[config.mk]
export PLATFORM = sky130hd
export DESIGN_NAME = usb_encoder_flat
export DESIGN_NICKNAME = d
export VERILOG_FILES = /design/src/rtl/usb_encoder_pkg.sv /design/src/rtl/usb_encoder_if.sv /design/src/rtl/crc8_atm_calc.sv /design/src/rtl/ram_128B.sv /design/src/rtl/usb_encoder.sv /design/src/flat_wrapper.sv
export SDC_FILE = /design/constraint.sdc
export NUM_CORES = 1
export LEC_CHECK = 0
export CORE_ASPECT_RATIO = 0.6
export CORE_UTILIZATION = 40
export CTS_CLUSTER_DIAMETER = 60
export DETAILED_ROUTE_END_ITERATION = 8
export GPL_TIMING_DRIVEN = 0
export PLACE_DENSITY_LB_ADDON = 0.1
export SLEW_MARGIN = 10
export SYNTH_ARGS = -nofsm -noshare
export SYNTH_HDL_FRONTEND = slang
export SYNTH_SLANG_ARGS = --single-unit
[constraint.sdc]
create_clock -name clk -period 3.6 [get_ports clk]
set_input_delay 0.72 -clock clk [delete_from_list [all_inputs] [get_ports clk]]
set_output_delay 0.72 -clock clk [all_outputs]
set_load 0.02 [all_outputs]
[src/rtl/usb_encoder_pkg.sv]
// Frame constants, state encodings and the CRC8-ATM byte step. The frame decoder
// uses the same definitions.
package usb_encoder_pkg;

   localparam logic [7:0] FRM_SYNC0   = 8'h5E;
   localparam logic [7:0] FRM_SYNC1   = 8'h4D;
   localparam int         FRM_MAX_LEN = 120;
   localparam int         HDR_LEN     = 6;

   localparam logic [2:0] OFS_ADDR = 3'd2;
   localparam logic [2:0] OFS_NH   = 3'd3;
   localparam logic [2:0] OFS_NL   = 3'd4;
   localparam logic [2:0] OFS_HCRC = 3'd5;

   localparam logic [2:0] ST_IDLE = 3'd0;
   localparam logic [2:0] ST_LOAD = 3'd1;
   localparam logic [2:0] ST_HDR  = 3'd2;
   localparam logic [2:0] ST_DATA = 3'd3;
   localparam logic [2:0] ST_CRC  = 3'd4;

   // Poly 0x07, MSB first, no reflection, no output xor.
   function automatic logic [7:0] crc8_atm_byte(input logic [7:0] crc, input logic [7:0] data);
      logic [7:0] c;
      c = crc ^ data;
      for (int i = 0; i < 8; i++) begin
         c = c[7] ? ({c[6:0], 1'b0} ^ 8'h07) : {c[6:0], 1'b0};
      end
      return c;
   endfunction

endpackage

[src/rtl/usb_encoder_if.sv]
// System-side payload strobe plus USB FIFO side write strobe of the frame encoder.
interface usb_encoder_if;
   logic [7:0] d;
   logic       d_accepted;
   logic [7:0] addr;
   logic       tx_ready;
   logic [7:0] q;
   logic       q_accepted;
   logic       busy;
   logic       frame_done;

   modport master (output d, d_accepted, addr, tx_ready,
                   input  q, q_accepted, busy, frame_done);
   modport slave  (input  d, d_accepted, addr, tx_ready,
                   output q, q_accepted, busy, frame_done);
endinterface

[src/rtl/crc8_atm_calc.sv]
// Running CRC8-ATM. crc_o is the value including this cycle's byte, so a CRC
// byte can be emitted on the same edge its last input byte is absorbed.
module crc8_atm_calc
   import usb_encoder_pkg::*;
(
   input  logic       clk,
   input  logic       n_rst,
   input  logic       clr_i,
   input  logic       en_i,
   input  logic [7:0] data_i,
   output logic [7:0] crc_o
);
   logic [7:0] crc_q;
   logic [7:0] crc_upd;

   assign crc_upd = en_i ? crc8_atm_byte(crc_q, data_i) : crc_q;
   assign crc_o   = crc_upd;

   always_ff @(posedge clk or negedge n_rst) begin
      if (!n_rst)     crc_q <= 8'h00;
      else if (clr_i) crc_q <= 8'h00;
      else            crc_q <= crc_upd;
   end
endmodule

[src/rtl/ram_128B.sv]
// 128-byte payload buffer: one write port, one registered read port.
module ram_128B (
   input  logic       clk,
   input  logic       we_i,
   input  logic [6:0] waddr_i,
   input  logic [7:0] wdata_i,
   input  logic [6:0] raddr_i,
   output logic [7:0] rdata_o
);
   logic [7:0] mem_q [0:127];

   always_ff @(posedge clk) begin
      if (we_i) mem_q[waddr_i] <= wdata_i;
      rdata_o <= mem_q[raddr_i];
   end
endmodule

[src/rtl/usb_encoder.sv]
// Buffers one payload burst, then emits SYNC0 SYNC1 ADDR NH NL HCRC DATA[N] FCRC
// toward the USB FIFO, one byte per cycle that tx_ready allows.
//
//   state | meaning
//   IDLE  | waiting for the first payload byte
//   LOAD  | storing payload bytes, saturating at MAX_LEN
//   HDR   | emitting the six header bytes
//   DATA  | emitting buffer[0..len-1]
//   CRC   | emitting FCRC, pulsing frame_done
module usb_encoder
   import usb_encoder_pkg::*;
#(
   parameter int         MAX_LEN = FRM_MAX_LEN,
   parameter logic [7:0] SYNC0   = FRM_SYNC0,
   parameter logic [7:0] SYNC1   = FRM_SYNC1
) (
   input  logic          clk,
   input  logic          n_rst,
   usb_encoder_if.slave  bus
);
   logic [2:0] state_q, state_d;
   logic [6:0] len_q, len_d;
   logic [7:0] addr_q, addr_d;
   logic [2:0] hdr_idx_q, hdr_idx_d;
   logic [6:0] rd_ptr_q, rd_ptr_d;
   logic [7:0] q_q, q_d;
   logic       q_acc_q, q_acc_d;
   logic       busy_q, busy_d;
   logic       done_q, done_d;

   logic       ram_we;
   logic [6:0] ram_waddr;
   logic [7:0] ram_rdata;
   logic [7:0] crc_cur;
   logic [7:0] hdr_byte;

   // Read address follows the next pointer, so ram_rdata always holds
   // buffer[rd_ptr_q] and a stalled tx_ready never loses the in-flight read.
   ram_128B u_buf (
      .clk     (clk),
      .we_i    (ram_we),
      .waddr_i (ram_waddr),
      .wdata_i (bus.d),
      .raddr_i (rd_ptr_d),
      .rdata_o (ram_rdata)
   );

   crc8_atm_calc u_crc (
      .clk    (clk),
      .n_rst  (n_rst),
      .clr_i  (state_q == ST_IDLE),
      .en_i   (q_acc_q),
      .data_i (q_q),
      .crc_o  (crc_cur)
   );

   always_comb begin
      hdr_byte = SYNC0;
      case (hdr_idx_q)
         3'd0:     hdr_byte = SYNC0;
         3'd1:     hdr_byte = SYNC1;
         OFS_ADDR: hdr_byte = addr_q;
         OFS_NH:   hdr_byte = 8'h00;
         OFS_NL:   hdr_byte = {1'b0, len_q};
         OFS_HCRC: hdr_byte = crc_cur;
         default:  hdr_byte = SYNC0;
      endcase
   end

   always_comb begin
      state_d   = state_q;
      len_d     = len_q;
      addr_d    = addr_q;
      hdr_idx_d = hdr_idx_q;
      rd_ptr_d  = rd_ptr_q;
      q_d       = q_q;
      q_acc_d   = 1'b0;
      done_d    = 1'b0;
      ram_we    = 1'b0;
      ram_waddr = (state_q == ST_IDLE) ? 7'd0 : len_q;

      case (state_q)
         ST_IDLE: begin
            if (bus.d_accepted) begin
               ram_we  = 1'b1;
               addr_d  = bus.addr;
               len_d   = 7'd1;
               state_d = ST_LOAD;
            end
         end
         ST_LOAD: begin
            if (bus.d_accepted) begin
               if (len_q < 7'(MAX_LEN)) begin
                  ram_we = 1'b1;
                  len_d  = len_q + 7'd1;
               end
            end else begin
               hdr_idx_d = 3'd0;
               rd_ptr_d  = 7'd0;
               state_d   = ST_HDR;
            end
         end
         ST_HDR: begin
            if (bus.tx_ready) begin
               q_acc_d = 1'b1;
               q_d     = hdr_byte;
               if (hdr_idx_q == 3'(HDR_LEN - 1)) state_d = ST_DATA;
               else                               hdr_idx_d = hdr_idx_q + 3'd1;
            end
         end
         ST_DATA: begin
            if (bus.tx_ready) begin
               q_acc_d  = 1'b1;
               q_d      = ram_rdata;
               rd_ptr_d = rd_ptr_q + 7'd1;
               if (rd_ptr_q == len_q - 7'd1) state_d = ST_CRC;
            end
         end
         ST_CRC: begin
            if (bus.tx_ready) begin
               q_acc_d = 1'b1;
               q_d     = crc_cur;
               done_d  = 1'b1;
               state_d = ST_IDLE;
            end
         end
         default: state_d = ST_IDLE;
      endcase

      busy_d = (state_d != ST_IDLE) || done_d;
   end

   always_ff @(posedge clk or negedge n_rst) begin
      if (!n_rst) begin
         state_q   <= ST_IDLE;
         len_q     <= 7'd0;
         addr_q    <= 8'h00;
         hdr_idx_q <= 3'd0;
         rd_ptr_q  <= 7'd0;
         q_q       <= 8'h00;
         q_acc_q   <= 1'b0;
         busy_q    <= 1'b0;
         done_q    <= 1'b0;
      end else begin
         state_q   <= state_d;
         len_q     <= len_d;
         addr_q    <= addr_d;
         hdr_idx_q <= hdr_idx_d;
         rd_ptr_q  <= rd_ptr_d;
         q_q       <= q_d;
         q_acc_q   <= q_acc_d;
         busy_q    <= busy_d;
         done_q    <= done_d;
      end
   end

   assign bus.q          = q_q;
   assign bus.q_accepted = q_acc_q;
   assign bus.busy       = busy_q;
   assign bus.frame_done = done_q;
endmodule

[src/flat_wrapper.sv]
// flat-port wrapper written by rule: the top's interface ports become plain ports
module usb_encoder_flat import usb_encoder_pkg::*;
#(
   parameter int         MAX_LEN = FRM_MAX_LEN,
   parameter logic [7:0] SYNC0   = FRM_SYNC0,
   parameter logic [7:0] SYNC1   = FRM_SYNC1
)
  (clk, n_rst, bus_d, bus_d_accepted, bus_addr, bus_tx_ready, bus_q, bus_q_accepted, bus_busy, bus_frame_done);
  usb_encoder_if bus_i ();
  input  logic clk;
  input  logic n_rst;
  input wire logic [$bits(bus_i.d)-1:0] bus_d;
  input wire logic [$bits(bus_i.d_accepted)-1:0] bus_d_accepted;
  input wire logic [$bits(bus_i.addr)-1:0] bus_addr;
  input wire logic [$bits(bus_i.tx_ready)-1:0] bus_tx_ready;
  output wire logic [$bits(bus_i.q)-1:0] bus_q;
  output wire logic [$bits(bus_i.q_accepted)-1:0] bus_q_accepted;
  output wire logic [$bits(bus_i.busy)-1:0] bus_busy;
  output wire logic [$bits(bus_i.frame_done)-1:0] bus_frame_done;
  assign bus_i.d = bus_d;
  assign bus_i.d_accepted = bus_d_accepted;
  assign bus_i.addr = bus_addr;
  assign bus_i.tx_ready = bus_tx_ready;
  assign bus_q = bus_i.q;
  assign bus_q_accepted = bus_i.q_accepted;
  assign bus_busy = bus_i.busy;
  assign bus_frame_done = bus_i.frame_done;
  usb_encoder #(.MAX_LEN(MAX_LEN), .SYNC0(SYNC0), .SYNC1(SYNC1)) u_core (.clk(clk), .n_rst(n_rst), .bus(bus_i));
endmodule
Yosys cells after proc, flatten, opt, wreduce, memory -nomap -nowiden
Memory sizes are Yosys's and may differ from the RTL's. A register that Yosys moved wholly into a read port is not among the register bits.
Index checks and enable logic that the tools add are counted.

word-level totals
  register bits = 47
  memory bits (writable) = 1024
  input bits = 20
  output and inout port bits = 11
  logic and storage cells = 98
  memories = 1

memories
  name                words  bits a word  read ports  clocked after memory_dff  wr ports  line            RTL
  u_core.u_buf.mem_q  128    8            1           1                         1         ram_128B.sv:10  logic [7:0] mem_q [0:127];

cells by class
  $add $sub $neg = 4
  magnitude comparators = 1
  eq/ne operators = 18
  muxes and demuxes = 44
  bitwise operators = 9
  reduce and logical (&&, ||, !) cells = 11

operator list
  operator                                             number
  2-to-1 mux 3 bit                                     18
  2-to-1 mux 7 bit                                     6
  2-to-1 mux 8 bit                                     5
  case mux 8 bit (5 select lines)                      1
  case mux 7 bit (2 select lines)                      2
  NOT 3 bit                                            8
  case mux 8 bit (3 select lines)                      1
  case mux 3 bit (5 select lines)                      1
  adder 7 x 1 -> 7 bit, second input constant          2
  inequality test 2 bit, second input constant         7
  equality test 3 x 2 -> 1 bit, second input constant  4
  AND reduction 4 bit                                  3
  equality test 3 bit, second input constant           3
  2-to-1 mux 1 bit                                     8
  bitwise XOR 8 bit                                    1
  equality test 7 bit                                  1
  < comparator 7 bit, second input constant            1
  subtractor 7 x 1 -> 7 bit, second input constant     1
  equality test 3 x 1 -> 1 bit, second input constant  2
  case mux 3 bit (2 select lines)                      1
  nonzero test 3 bit                                   2
  nonzero test 2 bit                                   2
  adder 3 x 1 -> 3 bit, second input constant          1
  zero test 3 bit                                      1
  other kinds (5)                                      5

Depth between registers and ports, before layout
  depth in word-level cells = 21
  mapped depth = 14
  depth with buffers taken out = 10

Hierarchy
A second synthesis with hierarchy kept.

unflattened totals
  cells, all modules = 1958
  area, all modules = 42819.8 um^2

modules (own cells, without submodules)
  module         times used  cells each  area an instance (um^2)  sequential area each (um^2)
  ram_128B       1           1635        39665.5                  30909.6
  usb_encoder    1           253         2422.3                   975.9
  crc8_atm_calc  1           70          732.0                    200.2

Least setup slack after synthesis
Ideal clock, no wire load.

  path type = reg-to-reg
  start point = reg u_core.state_q[1]
  end point = mem u_core.u_buf.mem_q[29][0] (enable)
  arrival time = 2497 ps
  required time = 3230 ps
  path slack = 733 ps
  cell stages (with the launch flop) = 10
  path buffers = 3
  period minus slack after synthesis = 2867 ps
  path through = dfrtp_1 buf_2 or3_1 and3_1 nor2b_1 a21oi_1 buf_2 nand4_1 clkbuf_1 nor2_1

on the way
  cells in the longest elaborated chain, start to end = 4
  elaborated cells between the ends (all ways) = 6
  classes of those cells = eq/ne (1); mux (4); reduce/logical (1)

RTL lines
  what                                                             line                                  RTL
  start: declaration                                               usb_encoder.sv:21                     logic [2:0] state_q, state_d;
  start signal: assignment                                         usb_encoder.sv:145                    state_q <= state_d;
  equality test 3 x 1 -> 1 bit or zero test 3 bit (tied branches)  usb_encoder.sv:82, usb_encoder.sv:80
  case mux 1 bit (2 select lines)                                  usb_encoder.sv:82                     case (state_q)
  2-to-1 mux 1 bit                                                 ram_128B.sv:13                        if (we_i) mem_q[waddr_i] <= wdata_i;
  2-to-1 mux 1 bit (not written as such)                           ram_128B.sv:13
  end: declaration                                                 ram_128B.sv:10

Parallel ways exist; a longest one is shown, timed or not.

Final worst setup path
  start point = reg u_core.rd_ptr_q[0]
  end point = reg u_core.u_buf.rdata_o[5], read port of u_core.u_buf.mem_q

on the way
  cells in the longest elaborated chain, start to end = 3
  elaborated cells between the ends (all ways) = 4
  classes of those cells = add/sub (1); mux (3)

RTL lines
  what                               line                RTL
  start: declaration                 usb_encoder.sv:25   logic [6:0] rd_ptr_q, rd_ptr_d;
  start signal: assignment           usb_encoder.sv:149  rd_ptr_q <= rd_ptr_d;
  adder 7 x 1 -> 7 bit               usb_encoder.sv:115  rd_ptr_d = rd_ptr_q + 7'd1;
  2-to-1 mux 7 bit                   usb_encoder.sv:112  if (bus.tx_ready) begin
  case mux 7 bit (2 select lines) *  usb_encoder.sv:82
  end: declaration                   ram_128B.sv:8       output logic [7:0] rdata_o

Every way passes the cells marked *; elsewhere a longest branch is shown, timed or not.
A chain may end at the register's enable or synchronous reset.

==> metrics.cfg <==
[outcome]
status = complete, but fails checks
violations = setup timing

[grt]
gr-total-overflow = 0
grt_first_pass_wirelength_um = 184700
antenna_found_initial = 4
grt_pass1_vias = 24294
grt_max_degree = 101
grt_usage_pct = 24.16

[sta]
max_freq_mhz = 276.5
fin_crit_sh_pct = 100.5
slew_headroom_pct = 16.51
tightest_slew_ps = 1252
fin_crit_ps = 3617
setup_viol = 1
setup_slack_ps = -16.78
rsz0062_at_grt = true
finClkSkew_ps = 24.14
final_max_slew_viol_count = 0
hold_violations = 0

[clock_network]
ctsHoldBuffers = 0
cts_root_buffer = clkbuf_16
clk_pin_slew_worst_paths_ps = 70
cts-htree-levels = 3
cts_tree = done
worst_skew_pair.late_latency_ps = 710
clock_path_buffers = 3
cts_buffers = 102
cts.sinks = 1079

[detailed_routing]
viasPerCell = 5.869
dr.pass1.iters = 5
vias = 25045
drc_errors = 0
routed_wirelength_um = 131700
first_iter_violations = 3585
ant_nets = 0
wl_per_cell_um = 30.87

[power_and_ir_drop]
p_leak_nw = 16.42
p_per_area_nw_per_um2 = 770.7
peakVddDrop_uv = 497.6

[worst_setup_path]
cp-end-kind = register
rr_worst_depth = 10
crit_arrival_ps = 4160
timing.rr.start = u_core.rd_ptr_q[0]
worstSetupPathType = reg2reg
reg2reg_to = u_core.u_buf.rdata_o[5]
crit_end = u_core.u_buf.rdata_o[5]
startpoint_type = register
crit_path_start = u_core.rd_ptr_q[0]
cp.required_ps = 4140
path_max_fanout = 10
rrSetupSlack_ps = -20

[yosys]
ys_types = 81
synth_top_cell_area_share_pct = 70.99
synth_most_common_cell = edfxtp_1
synth.largest_area_cell = edfxtp_1
avgSynthCellArea_sq_um = 17.28
syn_area_sq_um = 43320
synth-main-ff-cell = edfxtp_1
synth_edf_count = 1024
synthCells = 2507
synth_warnings = 0
ys_ff_latch = 1079
synth_top_cells_by_count = edfxtp_1, nand2_1, mux4_2
synthArstFlopShare_pct = 4.356
yosysSeqAreaShare_pct = 74.07
synth_area_leaders = edfxtp_1, mux4_2, dfrtp_1, nand2_1, nor2_1

[floorplanning]
die_w_um = 426.8
num_io_pins = 31
core_area_sq_um = 107300
start_util_pct = 40.38
row_count = 93
fp.dieH_um = 256.9
dieArea_sq_um = 109700

[placement]
io_buffers = 30
place_ws_ps = -1930
gp_congestion = 0.9301
dp_hpwl_um = 90950
placed_area_sq_um = 45910

[layout]
num-nets-final = 2780
drive_gt1_share_pct = 23.87
area_growth_pct = 16.98
design_area_sq_um = 50670

[job]
drv_cap = 0

[hold_path]
hp-class = in2async

where the power goes:
part           internal (mW)  switching [mW]  total, mW
Clock                   6.17            4.80       11.0
Combinational           5.27            8.42       13.7
Sequential              14.1           0.282       14.4
registers in the layout, indices dropped and copies added, names as in the netlist:
name	cells
u_core.state_q	3
u_core.hdr_idx_q	3
u_core.len_q	7
u_core.u_crc.crc_q	8
u_core.bus.frame_done	1
u_core.bus.q_accepted	1
u_core.bus.busy	1
u_core.u_buf.rdata_o	8
u_core.u_buf.mem_q	1024
u_core.bus.q	8
u_core.addr_q	8
u_core.rd_ptr_q	7
layout by cell type, fill, tap and decap left out, drive strengths merged, types with 9 or more instances in the layout:
| master | instances |
|---|---|
| buf | 144 |
| mux2 | 9 |
| a31o | 28 |
| a32oi | 17 |
| mux4 | 177 |
| nor4 | 9 |
| clkdlybuf4s50 | 19 |
| xor2 | 20 |
| a22oi | 42 |
| dfrtp | 47 |
| and2 | 9 |
| nor3 | 16 |
| a32o | 15 |
| a2111oi | 14 |
| nor2 | 169 |
| nand2 | 285 |
| o22ai | 9 |
| edfxtp | 1024 |
| xnor2 | 19 |
| a311o | 14 |
| conb | 64 |
| and3 | 66 |
| inv | 16 |
| a21oi | 33 |
| nand4 | 20 |
| mux2i | 17 |
| a211oi | 55 |
| bufinv | 12 |
| o21ai | 46 |
| clkinv | 49 |
| nand3 | 87 |
| clkbuf | 191 |
area by class of cell:
type / instances / area [sq um]
inverter: 13 / 51.30
tap: 1425 / 1783
multi-input combinational: 1324 / 11390
antenna: 2 / 5.005
sequential: 1079 / 32090
timing repair buffer: 80 / 912.1
fill: 9207 / 56610
buffer: 152 / 1106
clock inverter: 68 / 660.6
clock buffer: 124 / 2678
repair_timing:
action,in CTS,in global routing
buffers inserted,31,9
endpoints found under the hold margin,0,0
pin swaps,24,11
setup endpoints to repair,784,752
gates resized for setup,232,82
gates cloned,0,0
worst min path at each step:
stage / startpoint / end / cells after the start
after floorplan: n_rst / u_core.addr_q[0] / 0
after global placement: u_core.addr_q[2] / u_core.addr_q[2] / 1
after detailed placement: u_core.addr_q[2] / u_core.addr_q[2] / 1
after CTS: n_rst / u_core.addr_q[6] / 1
after global routing: n_rst / u_core.addr_q[6] / 1
final: n_rst / u_core.addr_q[3] / 1
worst max-delay path: stages, from the launching register on:
cell and delay [ps]:
dfrtp_2 480, ha_1 230, and2_1 240, o211ai_1 280, a21boi_2 150, nor2_1 390, clkbuf_2 440, a311o_1 380
nand3_1 190, a211oi_4 500, nor4_4 150
per-stage QoR:
stage          setup TNS [ps]  hold slack (ps)  power, mW  util [%]  instances
3_3_place_gp         -3124130            505.0      27.65     42.54       4025
2_1_floorplan               0            424.4      22.77         -       2570
4_1_cts                -20580            37.10      38.98     46.90       4257
6_report               -16.78            67.83      39.05     47.23       4267
3_5_place_dp          -759350            506.3      27.72     42.79       4035
5_1_grt                -80.89            82.61      40.45     47.23       4266
routing by layer:
| metal | GRT usage, % | up-vias | share of wire [%] |
|---|---|---|---|
| met3 | 5.443 | 156 | 9.3 |
| met4 | 4.524 | 0 | 1.8 |
| met5 | 0 | - | 0 |
| met1 | 40.15 | 13294 | 49 |
| li1 | - | 10468 | - |
| met2 | 31.90 | 1127 | 40 |
cell families after synthesis:
logic type / after synthesis / synth area share, %
other: 1 / 0.008657
adder cells (fa/ha/maj): 8 / 0.2311
XOR/XNOR: 39 / 0.7886
AO/OA/AOI/OAI: 316 / 5.517
AND/OR/NAND/NOR: 694 / 7.325
flip-flops: 1079 / 74.07
buffers and inverters: 167 / 2.227
multiplexers: 203 / 9.830
(Power assumes the default switching activity.)
